[config.mk]
export PLATFORM = sky130hd
export DESIGN_NAME = ref_row_aligner
export DESIGN_NICKNAME = d
export VERILOG_FILES = /design/src/rtl/ref_mem_pkg.sv /design/src/rtl/ref_rotate.sv /design/src/rtl/ref_row_aligner.sv
export SDC_FILE = /design/constraint.sdc
export NUM_CORES = 2
export LEC_CHECK = 0
export CAP_MARGIN = 10
export CORE_AREA = 2 2 508 510
export DETAILED_ROUTE_END_ITERATION = 8
export DIE_AREA = 0 0 510 512
export GPL_TIMING_DRIVEN = 1
export HOLD_SLACK_MARGIN = 0.1
export MAX_ROUTING_LAYER = met4
export PLACE_DENSITY = 0.46
export REMOVE_ABC_BUFFERS = 1
export SLEW_MARGIN = 20
export SYNTH_ARGS = -nofsm -noshare
export SYNTH_HDL_FRONTEND = slang
export SYNTH_HIERARCHICAL = 1
export SYNTH_SLANG_ARGS = --single-unit
[constraint.sdc]
create_clock -name clk -period 5.2 [get_ports clk]
set_input_delay 0.52 -clock clk [delete_from_list [all_inputs] [get_ports clk]]
set_output_delay 0.52 -clock clk [all_outputs]
set_load 0.05 [all_outputs]
[src/rtl/ref_mem_pkg.sv]
// -----------------------------------------------------------------------------
// ref_mem_pkg
// Shared reference-memory geometry used by the memory controller and the row
// aligner: bank count, pixel width, window depth and shift width, plus the
// packed row/window types and the rotation source-index helper.
// -----------------------------------------------------------------------------
package ref_mem_pkg;

    localparam int unsigned NUM_BANKS = 32;
    localparam int unsigned PIX_W     = 8;
    localparam int unsigned WIN_ROWS  = 4;
    localparam int unsigned SHIFT_W   = 5;

    localparam int unsigned ROW_W  = NUM_BANKS * PIX_W;
    localparam int unsigned WIN_W  = ROW_W * WIN_ROWS;
    localparam int unsigned CNT_W  = 7;
    localparam int unsigned FILL_W = 3;

    // One row of pixels; bank k occupies bits [PIX_W*k +: PIX_W].
    typedef logic [NUM_BANKS-1:0][PIX_W-1:0] row_t;

    // Alignment window; row 0 (oldest) occupies the lowest ROW_W bits.
    typedef row_t [WIN_ROWS-1:0] win_t;

    // Source bank for aligned pixel 'pix'; the SHIFT_W-bit sum wraps mod NUM_BANKS.
    function automatic logic [SHIFT_W-1:0] rot_src(input int unsigned pix,
                                                   input logic [SHIFT_W-1:0] shift);
        return SHIFT_W'(pix) + shift;
    endfunction

endpackage

[src/rtl/ref_rotate.sv]
// -----------------------------------------------------------------------------
// ref_rotate
// Combinational circular pixel rotation: aligned pixel i = input pixel
// ((i + shift) mod NUM_BANKS).
// Ports:
//   data      in  ROW_W    bank read data, bank k at [PIX_W*k +: PIX_W]
//   shift     in  SHIFT_W  circular pixel offset
//   rotated_c out ROW_W    rotated row (combinational)
// -----------------------------------------------------------------------------
module ref_rotate
    import ref_mem_pkg::*;
(
    input  logic [ROW_W-1:0]   data,
    input  logic [SHIFT_W-1:0] shift,
    output logic [ROW_W-1:0]   rotated_c
);

    row_t src;
    row_t dst;

    // Pure index remap, one pixel mux per output position.
    always_comb begin
        src = row_t'(data);
        dst = '0;
        for (int unsigned i = 0; i < NUM_BANKS; i++) begin
            dst[i] = src[rot_src(i, shift)];
        end
        rotated_c = dst;
    end

endmodule

[src/rtl/ref_row_aligner.sv]
// -----------------------------------------------------------------------------
// ref_row_aligner
// Aligns rows read from the 32-bank reference memory by a circular pixel
// shift and keeps a sliding window of the last WIN_ROWS aligned rows.
// Optional macro: REF_ALIGN_OUT_REG_EN adds an output register stage on
// win_data/win_valid (read-to-valid latency 3 instead of 2).
// Ports:
//   clk          in   system clock, rising edge
//   rst_n        in   asynchronous active-low reset
//   clear        in   synchronous window flush
//   rd_en_n      in   active-low bank read strobe (issued with the address)
//   shift_value  in   circular pixel offset, issued with rd_en_n
//   bank_rdata   in   bank read data, valid one cycle after rd_en_n=0
//   win_data     out  window, row 0 (oldest) at [255:0]
//   win_valid    out  one-cycle pulse: window full, newest row just pushed
//   row_cnt      out  rows pushed since clear/reset, mod 128
// -----------------------------------------------------------------------------
module ref_row_aligner
    import ref_mem_pkg::*;
(
    input  logic               clk,
    input  logic               rst_n,
    input  logic               clear,
    input  logic               rd_en_n,
    input  logic [SHIFT_W-1:0] shift_value,
    input  logic [ROW_W-1:0]   bank_rdata,
    output logic [WIN_W-1:0]   win_data,
    output logic               win_valid,
    output logic [CNT_W-1:0]   row_cnt
);

    localparam logic [FILL_W-1:0] FILL_FULL = FILL_W'(WIN_ROWS);

    logic                strobe_d;
    logic [SHIFT_W-1:0]  shift_d;
    logic [ROW_W-1:0]    aligned_c;
    win_t                window;
    win_t                window_next_c;
    logic [FILL_W-1:0]   fill;
    logic                full_push;

    // S1: delay strobe and shift so they line up with bank_rdata.
    always_ff @(posedge clk or negedge rst_n) begin
        if (!rst_n) begin
            strobe_d <= 1'b0;
            shift_d  <= '0;
        end else if (clear) begin
            strobe_d <= 1'b0;
            shift_d  <= '0;
        end else begin
            strobe_d <= ~rd_en_n;
            shift_d  <= shift_value;
        end
    end

    ref_rotate u_rotate (
        .data      (bank_rdata),
        .shift     (shift_d),
        .rotated_c (aligned_c)
    );

    // Window advanced by one row: older rows slide down, newest enters on top.
    always_comb begin
        window_next_c = window;
        for (int unsigned r = 0; r < WIN_ROWS - 1; r++) begin
            window_next_c[r] = window[r+1];
        end
        window_next_c[WIN_ROWS-1] = row_t'(aligned_c);
    end

    // Window, fill level and row counter; clear wins over a coincident push.
    always_ff @(posedge clk or negedge rst_n) begin
        if (!rst_n) begin
            window    <= '0;
            fill      <= '0;
            full_push <= 1'b0;
            row_cnt   <= '0;
        end else if (clear) begin
            window    <= '0;
            fill      <= '0;
            full_push <= 1'b0;
            row_cnt   <= '0;
        end else if (strobe_d) begin
            window    <= window_next_c;
            fill      <= (fill == FILL_FULL) ? FILL_FULL : fill + FILL_W'(1);
            full_push <= (fill >= FILL_FULL - FILL_W'(1));
            row_cnt   <= row_cnt + CNT_W'(1);
        end else begin
            full_push <= 1'b0;
        end
    end

`ifdef REF_ALIGN_OUT_REG_EN
    // Extra retiming stage on the window outputs; flushed by clear as well.
    always_ff @(posedge clk or negedge rst_n) begin
        if (!rst_n) begin
            win_data  <= '0;
            win_valid <= 1'b0;
        end else if (clear) begin
            win_data  <= '0;
            win_valid <= 1'b0;
        end else begin
            win_data  <= WIN_W'(window);
            win_valid <= full_push;
        end
    end
`else
    assign win_data  = WIN_W'(window);
    assign win_valid = full_push;
`endif

endmodule

==> flow_summary.json <==
{
  "drv_cap": 0,
  "syn_to_final_growth_pct": 35.25,
  "worstSkewPairLatency_ns": 0.82,
  "worst_slew_pin_slew_ns": 1.156,
  "crit_buf_inv": 3,
  "ir_drop_uv": 299.5,
  "cp_max_fo": 37,
  "min_from": "rd_en_n",
  "dp.final_hpwl_um": 251600,
  "clock_sinks": 1041,
  "status": "complete, no violations",
  "p_clk_frac": 0.399,
  "layout_commonest_cell": "clkdlybuf4s50_1",
  "avgRoutedWirePerCell_um": 31.07,
  "fin_skew_ns": 0.03975,
  "comb_power_share": 0.257,
  "nNetsFinal": 7147,
  "clock-root-buffer": "clkbuf_16",
  "clk_pin_slew_ns": 0.06,
  "fin_area_sq_mm": 0.08085,
  "core-area_sq_mm": 0.2558,
  "p_leak_uw": 0.03416,
  "synthCells": 5767,
  "startpoint_type": "flip-flop",
  "final_cell_mix": "clkdlybuf4s50_1 (1294), nor2_1 (1266), mux2i_1 (1193)",
  "maxSlewHeadroom": 0.2255,
  "cpPeakStageDelay_ns": 0.89,
  "fin_setup_tns_ns": 0,
  "ys_ff_latch": 1041,
  "power_frac_seq": 0.344,
  "powerDensity_mw_per_mm2": 320.2,
  "syn_area_per_cell_sq_um": 10.36,
  "synth-warning-count": 6,
  "ant_nets": 0,
  "routed_wl_um": 323200,
  "synth.distinct_cells": 40,
  "critPathKind": "reg -> reg",
  "cts_hold_buf": 2,
  "firstDrtPassIters": 7,
  "first_iter_violations": 4792,
  "gr-total-overflow": 0,
  "cts_max_level": 4,
  "hold_slack_ns": 0.2461,
  "switching_share": 0.3534,
  "p_int_uw": 16740,
  "min_period_ns": 3.917,
  "ioPinCount": 1297,
  "hold_path_class": "in -> reg",
  "hold_violations": 0,
  "yosysSeqAreaShare": 0.4358,
  "grt.total_usage": 0.2457,
  "via_count": 51840,
  "port_buffers": 1296,
  "cts-buffers-inserted": 139,
  "grt_pass1_vias": 50550,
  "setup_viol": 0,
  "end_kind": "flip-flop",
  "grt_setup_unrepaired": "false",
  "finalMaxSlewViolations": 0,
  "regArea_sq_mm": 0.02607,
  "r2r-start": "shift_d[2]",
  "cp.arrival_ns": 4.64,
  "start_util": 0.2337,
  "multi_input_area_sq_mm": 0.03117,
  "via_per_inst": 4.983,
  "dieArea_sq_mm": 0.2611,
  "timing.final.crit_share": 0.7532,
  "cts_resized": 0,
  "drc": 0,
  "gp_congestion": 0.9159,
  "dieWidth_um": 510,
  "fin_util": 0.3161,
  "p_switching_uw": 9148,
  "dieHeight_um": 512,
  "startpoint": "shift_d[2]",
  "drive_above_1_share": 0.1007,
  "slowest_stage": "xor2_4",
  "fmax_mhz": 255.3,
  "cts_setup_buffers": 0,
  "grt_pass1_wl_um": 436900,
  "rows": 186,
  "fillers": 26120,
  "syn_area_sq_mm": 0.05977,
  "crit_path_cell_trace": "buf_4, clkinv_1, ha_1, xor2_4, buf_4, nand2_1, nand2_1, o22ai_1, nor2_1, mux2i_1, nor2_1",
  "clockBufferDepth": 3,
  "required_ns": 5.93,
  "cts_tree": "built",
  "cp_top_family": "buffers and inverters",
  "placed_area_sq_mm": 0.07577,
  "grt_max_degree": 183,
  "grt_antenna_before_repair": 66
}
==> cells in the mapped netlist (all sizes together) <==
library cell	number	area, sq um
a21oi	11	66.32
nand2b	13	81.33
a21boi	1	11.26
clkbuf	184	691.9
nand4	2	12.51
or3b	1	8.760
mux4	256	5766
mux2	64	720.7
xor2	17	171.4
or2	7	43.79
dfrtp	1041	26050
inv	8	30.03
clkinv	1	3.750
nand3	65	325.3
or3	2	12.51
xnor2	23	272.8
ha	17	212.7
nor3	22	110.1
mux2i	1193	11940
o2111ai	1	8.760
o21a	1	7.510
a22o	128	1121
o22ai	336	2102
nand2	779	2924
buf	277	1973
and4	16	140.1
nor2	1274	4782
a211oi	15	112.6
nor2b	7	43.79
o21ai	5	25.02
==> logic make-up (layout without fill, tap and decap cells) <==
| logic type | after synthesis | in the layout | synth area share |
|---|---|---|---|
| flip-flops | 1041 | 1041 | 0.4358 |
| multiplexers | 1513 | 1513 | 0.3083 |
| AND/OR/NAND/NOR | 2188 | 2188 | 0.1419 |
| XOR/XNOR | 40 | 40 | 0.007431 |
| other | 0 | 46 | 0 |
| AO/OA/AOI/OAI | 498 | 498 | 0.05780 |
| buffers and inverters | 470 | 1676 | 0.04515 |
| adder cells (fa/ha/maj) | 17 | 17 | 0.003559 |
==> routing by layer <==
| metal | track usage | share of wire | vias up |
|---|---|---|---|
| li1 | - | - | 22600 |
| met1 | 0.2927 | 0.40 | 26370 |
| met2 | 0.3969 | 0.48 | 2413 |
| met3 | 0.06077 | 0.075 | 460 |
| met4 | 0.09601 | 0.045 | 0 |
| met5 | - | 0 | - |
==> final timing paths <==
kind | to | slack (ns) | depth (start not counted)
max | win_data[946] | 1.28 | 11
min | strobe_d | 0.25 | 2
min reg2reg | win_data[64] | 0.51 | 2
max reg2reg | win_data[946] | 1.28 | 11
max in group asynchronous | shift_d[3] | 3.52 | 3
min in group asynchronous | win_data[657] | 0.27 | 2
==> final cells by class <==
type,instances,area share
Tap cell,3384,0.05237
Multi-Input combinational cell,4256,0.3855
Inverter,9,0.0004179
Sequential cell,1041,0.3224
Clock inverter,57,0.01088
Antenna cell,46,0.001424
Clock buffer,192,0.04923
Timing Repair Buffer,1418,0.1777
==> stage by stage <==
step           std cells  total power [uW]  setup slack [ns]
6_report           10400             25890             1.283
3_5_place_dp       10100             15680             1.230
4_1_cts            10350             26200             1.191
5_1_grt            10390             26910            0.9648
2_1_floorplan       5306             14170            -28.68
3_3_place_gp       10100             15640             1.256
==> flip-flops by register name, summed over array words and instances, names as in the netlist <==
name,cells
strobe_d,1
win_valid,1
shift_d,5
fill,3
win_data,1024
row_cnt,7
==> power by group through the flow <==
| stage | combinational, uW | sequential (uW) | clock [uW] |
|---|---|---|---|
| 6_report | 6660 | 8900 | 10300 |
| 4_1_cts | 6640 | 8930 | 10600 |
| 5_1_grt | 7020 | 8940 | 11000 |
| 3_3_place_gp | 6570 | 9070 | 0 |
| 3_5_place_dp | 6610 | 9070 | 0 |
| 2_1_floorplan | 4400 | 9770 | 0 |
Note: power is estimated with default switching activity, not from simulation.
